File: src/rtl/ppu_vram_port.sv
`default_nettype none
// ============================================================================
// Module      : ppu_vram_port
// Description : PPUADDR/PPUDATA access port with t/v, toggle and read buffer.
// Revision    : 1.0 - initial release
// ============================================================================
module ppu_vram_port #(
    parameter logic [13:0] PAL_BASE        = 14'h3F00,
    parameter logic [13:0] PAL_SHADOW_MASK = 14'h2FFF
) (
    input  logic        clk,
    input  logic        reset_n,
    input  logic        cpu_cs,
    input  logic        cpu_we,
    input  logic [2:0]  cpu_reg,
    input  logic [7:0]  cpu_din,
    output logic [7:0]  cpu_dout,
    output logic        rd_valid,
    output logic        busy,
    input  logic        status_read,
    input  logic        inc32,
    input  logic        rendering_active,
    input  logic [13:0] render_addr,
    output logic [15:0] vram_addr,
    output logic        vram_we,
    output logic [7:0]  vram_din,
    input  logic [7:0]  vram_dout
);

    typedef enum logic [2:0] {
        IDLE     = 3'd0,
        WR       = 3'd1,
        RD_ADDR  = 3'd2,
        RD_CAP   = 3'd3,
        PAL_ADDR = 3'd4,
        PAL_CAP  = 3'd5
    } state_t;

    state_t      state_q, state_d;
    logic [13:0] t_q, t_d;
    logic [13:0] v_q, v_d;
    logic        w_q, w_d;
    logic [7:0]  buf_q, buf_d;
    logic [7:0]  cpu_dout_q, cpu_dout_d;
    logic [7:0]  vram_din_q, vram_din_d;
    logic        rd_valid_q, rd_valid_d;

    logic [13:0] v_inc;
    logic        acc_addr;
    logic        acc_data;
    logic [13:0] fsm_addr;

    // 14-bit sum wraps naturally at the top of the PPU address space
    assign v_inc    = v_q + (inc32 ? 14'd32 : 14'd1);
    assign acc_addr = cpu_cs & cpu_we & (cpu_reg == 3'd6) & (state_q == IDLE);
    assign acc_data = cpu_cs & (cpu_reg == 3'd7) & (state_q == IDLE);

    always_comb begin
        state_d    = state_q;
        t_d        = t_q;
        v_d        = v_q;
        w_d        = w_q;
        buf_d      = buf_q;
        cpu_dout_d = cpu_dout_q;
        vram_din_d = vram_din_q;
        rd_valid_d = 1'b0;

        if (acc_addr) begin
            if (!w_q) begin
                t_d[13:8] = cpu_din[5:0];
                w_d       = 1'b1;
            end else begin
                t_d[7:0] = cpu_din;
                v_d      = {t_q[13:8], cpu_din};
                w_d      = 1'b0;
            end
        end
        // A $2002 read wins over a coincident toggle flip
        if (status_read) begin
            w_d = 1'b0;
        end

        case (state_q)
            IDLE: begin
                if (acc_data) begin
                    if (rendering_active) begin
                        v_d = v_inc;
                        if (!cpu_we) begin
                            cpu_dout_d = buf_q;
                            rd_valid_d = 1'b1;
                        end
                    end else if (cpu_we) begin
                        vram_din_d = cpu_din;
                        state_d    = WR;
                    end else begin
                        state_d = RD_ADDR;
                        if (v_q < PAL_BASE) begin
                            cpu_dout_d = buf_q;
                            rd_valid_d = 1'b1;
                        end
                    end
                end
            end
            WR: begin
                v_d     = v_inc;
                state_d = IDLE;
            end
            RD_ADDR: begin
                state_d = RD_CAP;
            end
            RD_CAP: begin
                if (v_q >= PAL_BASE) begin
                    cpu_dout_d = vram_dout;
                    rd_valid_d = 1'b1;
                    state_d    = PAL_ADDR;
                end else begin
                    buf_d   = vram_dout;
                    v_d     = v_inc;
                    state_d = IDLE;
                end
            end
            PAL_ADDR: begin
                state_d = PAL_CAP;
            end
            PAL_CAP: begin
                buf_d   = vram_dout;
                v_d     = v_inc;
                state_d = IDLE;
            end
            default: begin
                state_d = IDLE;
            end
        endcase
    end

    always_ff @(posedge clk or negedge reset_n) begin
        if (!reset_n) begin
            state_q    <= IDLE;
            t_q        <= 14'd0;
            v_q        <= 14'd0;
            w_q        <= 1'b0;
            buf_q      <= 8'd0;
            cpu_dout_q <= 8'd0;
            vram_din_q <= 8'd0;
            rd_valid_q <= 1'b0;
        end else begin
            state_q    <= state_d;
            t_q        <= t_d;
            v_q        <= v_d;
            w_q        <= w_d;
            buf_q      <= buf_d;
            cpu_dout_q <= cpu_dout_d;
            vram_din_q <= vram_din_d;
            rd_valid_q <= rd_valid_d;
        end
    end

    // Palette reads refill the buffer from the nametable sitting underneath
    always_comb begin
        fsm_addr = v_q;
        if ((state_q == PAL_ADDR) || (state_q == PAL_CAP)) begin
            fsm_addr = v_q & PAL_SHADOW_MASK;
        end
    end

    assign vram_addr = rendering_active ? {2'b00, render_addr} : {2'b00, fsm_addr};
    assign vram_we   = (state_q == WR) & ~rendering_active;
    assign vram_din  = vram_din_q;
    assign cpu_dout  = cpu_dout_q;
    assign rd_valid  = rd_valid_q;
    assign busy      = (state_q != IDLE);

endmodule
`default_nettype wire

File: config.mk
export PLATFORM = sky130hd
export DESIGN_NAME = ppu_vram_port
export DESIGN_NICKNAME = d
export VERILOG_FILES = /design/src/rtl/ppu_vram_port.sv
export SDC_FILE = /design/constraint.sdc
export NUM_CORES = 1
export LEC_CHECK = 0
export ABC_AREA = 0
export CAP_MARGIN = 20
export CELL_PAD_IN_SITES_DETAIL_PLACEMENT = 0
export CELL_PAD_IN_SITES_GLOBAL_PLACEMENT = 1
export CORE_ASPECT_RATIO = 0.8
export CORE_MARGIN = 1
export CORE_UTILIZATION = 34
export CTS_BUF_LIST = sky130_fd_sc_hd__clkbuf_4
export DETAILED_ROUTE_END_ITERATION = 8
export GPL_ROUTABILITY_DRIVEN = 1
export PLACE_DENSITY_LB_ADDON = 0.1
export SLEW_MARGIN = 30
export SYNTH_ARGS = -nofsm -noshare
export SYNTH_HDL_FRONTEND = slang
export SYNTH_SLANG_ARGS = --single-unit
File: constraint.sdc
create_clock -name clk -period 1.8 [get_ports clk]
set_input_delay 0.45 -clock clk [delete_from_list [all_inputs] [get_ports clk]]
set_output_delay 0.45 -clock clk [all_outputs]
set_load 0.01 [all_outputs]
== After elaboration in Yosys (flattened, before gate mapping) ==
Index checks and enable logic that the tools add are counted.
Widths: inputs -> output; s select.
Storage, ports and cells
  bits in registers: 49
  input port bits: 40
  output and inout bits: 35
  word-level logic and storage cells: 77
Cells by class
  $add $sub $neg: 1
  order comparisons: 2
  eq/ne operators: 13
  mux-type cells: 33
  bitwise gates (word level): 8
  reductions and logical operators: 12
Operators by type and width (number)
  $mux 14: 6
  $mux 8: 7
  $pmux 14 s3: 1
  $pmux 8 s2: 2
  $add 14x6->14: 1
  $ge 14x14->1 const B: 1
  $lt 14x14->1 const B: 1
  $mux 13: 1
  $eq 3x3->1 const B: 4
  $pmux 3 s4: 1
  $ne 2x2->1 const B: 5
  $mux 1: 9
  $mux 3: 3
  $and 1x1->1: 6
  $eq 3x2->1 const B: 2
  $mux 6: 1
  $reduce_and 2->1: 3
  $reduce_bool 2->1: 3
  $reduce_and 5->1: 1
  $reduce_and 4->1: 1
  $eq 3x1->1 const B: 1
  $logic_not 3->1: 1
  $ne 3x2->1 const B: 1
  $reduce_bool 3->1: 1
  other kinds (5): 6

== Logic depth before layout (Yosys ltp) ==
  depth in word-level cells: 7
  mapped depth: 8
  gate-level depth less buffers: 8

== Worst setup path after synthesis ==
OpenSTA, ideal clock, no wires.
  kind: input -> register
  start: in rendering_active
  end: reg v_q[7]
  setup time: 0.130 ns
  arrival time: 1.934 ns
  data required time: 1.670 ns
  slack: -0.263 ns
  cell stages on the path: 8
  path buffers: 3
  cell sequence: buf_2 or3b_1 o21ba_2 and2_1 buf_2 buf_2 o32ai_1 a21oi_1
Between the ends
  longest elaborated chain between the ends: 3
RTL lines
  start: declaration: line 22  | input logic rendering_active,
  $mux 14: line 86  | if (rendering_active) begin
  $mux 14: line 85  | if (acc_data) begin
  $pmux 14 s3: line 83  | case (state_q)
  net v_d[7]: line 41  | logic [13:0] v_q, v_d;
  end signal: assignment: line 149  | v_q <= v_d;
  end: declaration: line 41
The timed path passes the listed nets, and every way through them passes these cells.
A chain may end at the register's enable or synchronous reset.

== Worst setup path in the final report ==
  start: reg state_q[2]
  end: reg v_q[8]
Between the ends
  longest elaborated chain between the ends: 6
  elaborated cells on any way between the ends: 12
  classes of those cells: 3 x eq/ne; 5 x mux; 2 x bitwise; 2 x reduce/logical
RTL lines
  start: declaration: line 39  | state_t state_q, state_d;
  start signal: assignment: line 147  | state_q <= state_d;
  $logic_not 3->1: line 55, 56, 83
  $and 1x1->1: line 55  | assign acc_addr = cpu_cs & cpu_we & (cpu_reg == 3'd6) & (state_q == IDLE);
  $mux 14: line 68  | if (acc_addr) begin
  $mux 14: line 86
  $mux 14: line 85
  $pmux 14 s3 *: line 83
  net v_d[8]: line 41
Mark *: on every way through the listed nets, which the timed path passes. The rest lies on a longest branch.

==> reports/metrics.yaml <==
wire_per_inst_um: 14.80
r2r_slack_ns: -0.15
critPathLaunchType: "register"
peakVddDrop_mv: 0.6374
worstPathArrival_ns: 2.25
worst-setup-path-type: "reg2reg"
finalNetCount: 420
regArea_um2: 1226
min_period_over_period_pct: 108.1
yosys_warnings: 0
port_buffers: 72
crit_path_cell_trace: "or4b_4, or3_4, nand3_4, o21ai_2, a221oi_2"
hold_viol_final: 0
ys_ff_latch: 49
final.setup.worst_slack_ns: -0.1452
numCtsBuffers: 5
ant_nets: 0
std_cell_rows: 28
fill_cells: 694
overflow: 0
via_per_inst: 4.818
die_area_um2: 8090
final_cell_mix: "dfrtp_1 (49), clkdlybuf4s50_1 (46), buf_4 (43)"
cts.clk_slew.worst_paths_ns: 0.16
n_antenna_cell: 0
drt_iter0_drc: 68
die_x_um: 100.3
coreArea_um2: 7427
finalSetupViolCount: 40
drc: 0
vias: 2327
worstRegToRegCells: 5
grt_start_max_net_pins: 50
synth_area_um2: 2629
skew_ns: 0.01857
dp_hpwl_mm: 4.905
cts_tree: "yes"
cts_buffer_depth: 2
finalCriticalPeriod_ns: 1.945
hp-class: "in2async"
clock.fmax_ghz: 0.5141
areaGrowthSynthToFinish_pct: 60.64
violations: "negative setup slack"
status: "finished, violations left"
final_cells: 483
track_usage_pct: 18.56
rsz0062_at_grt: "true"
grt_pass1_wl_mm: 11.41
slew_viol_final: 0
final_util_pct: 56.86
synth_cells: 248
dp_cells: 456
drive_gt1_share_pct: 40.21
critPathMaxFanout: 8
clock-sinks: 49
cts.root.buffer_cell: "clkbuf_4"
clk_latency_ns: 0.38
num_io_pins: 75
worstPathRequired_ns: 2.10
leakagePower_nw: 1.982
ys.flop_type: "dfrtp_1"
htree_levels: 2
grt_pass1_vias: 2234
multi_input_area_um2: 1486
hold_slack_ns: 0.02753
antenna_found_initial: 0
synth.distinct_cells: 49
final_common_cell: "dfrtp_1"
start_util_pct: 35.39
reg2reg_to: "v_q[8]"
avgSynthCellArea_um2: 10.60
p_per_area_nw_per_um2: 1345
pre_cts_slack_ns: -0.7092
die_y_um: 80.65
wirelength_mm: 7.149
place_congestion: 0.8017
synth-seq-area-share_pct: 46.64
ys_async_sr_fraction_pct: 100.0
cap_violations: 0
cp-end-kind: "register"
first_pass_iters: 5
r2r_start: "state_q[2]"
slowest_stage: "or4b_4"
slowest_delay_ns: 0.54
synth-edff-count: 0
[cells in the mapped netlist, types with 4 or more instances]
library cell,number,area (um^2)
dfrtp_1,49,1226
mux2_2,29,326.6
nor2_1,23,86.33
nand2_1,18,67.56
o21ai_0,16,80.08
a21oi_1,13,65.06
mux2i_1,11,110.1
inv_1,10,37.54
nor3_1,7,35.03
o21a_1,7,52.55
a31oi_1,4,25.02
buf_6,4,45.04
nand3_1,4,20.02
[power by group]
group | switching, mW | internal, mW
Sequential | 0.311 | 1.56
Combinational | 1.38 | 1.75
Clock | 0.374 | 0.305
Total | 2.06 | 3.62
[cells by family (layout without fill, tap and decap cells)]
logic type / Yosys count / count (layout) / synth area share [%]
AOI/OAI and AO/OA: 57 / 57 / 14.47
xor gates and xnor gates: 1 / 1 / 0.3332
adders and majority gates: 3 / 3 / 1.428
buffers and inverters: 23 / 151 / 5.616
DFF: 49 / 49 / 46.64
muxes: 40 / 40 / 16.61
other: 1 / 2 / 0.1427
and+or+nand+nor: 74 / 75 / 14.76
[flip-flops by register name (all words and copies together) (netlist names)]
signal / flops
cpu_dout: 8
t_q: 6
w_q: 1
buf_q: 8
state_q: 3
rd_valid: 1
vram_din: 8
v_q: 14
[critical path: cells and delay by family, from the launching register on]
family           cells  cell delay, ns
flip-flops           1            0.43
AO/OA/AOI/OAI        2            0.28
AND/OR/NAND/NOR      3            1.17
[routing by layer]
metal  track usage, %  wire [um]  vias up
met3            3.046        232        2
met1            27.15       3657     1133
li1                 -          -     1149
met2            28.70       3226       43
met5                0          0        -
met4            3.913         32        0
[worst max path at each step]
stage | cells past startpoint | slack [ns] | startpoint | end
detailed placement | 10 | -0.71 | inc32 | v_q[10]
CTS | 5 | -0.15 | state_q[2] | v_q[8]
finish | 5 | -0.15 | state_q[2] | v_q[8]
global placement | 4 | -0.71 | rendering_active | vram_addr[9]
floorplan | 8 | -0.21 | state_q[2] | v_q[9]
global route | 5 | -0.20 | state_q[2] | v_q[1]
[metrics by stage]
step	power (mW)	cell area (um^2)	TNS (ns)
floorplan	3.251	2660	-5.235
global placement	4.475	3761	-30.15
detailed placement	4.510	3761	-30.51
CTS	5.540	4088	-3.226
global route	6.060	4223	-5.605
finish	5.679	4223	-3.275
[what timing repair did]
item,in CTS,in global routing
endpoints found under the setup margin,54,64
pin swaps,13,7
hold buffers,0,0
gates resized for setup,84,37
endpoints found under the hold margin,0,0
cloned,2,0
buffers inserted,12,6
[cell type report]
cell class                      instances  area share (%)
Clock buffer                            6           1.067
Timing Repair Buffer                  133           29.90
Multi-Input combinational cell        178           35.20
Sequential cell                        49           29.04
Clock inverter                          2          0.8000
Inverter                               10          0.8889
Tap cell                              105           3.111
Note: power is estimated with default switching activity, not from simulation.
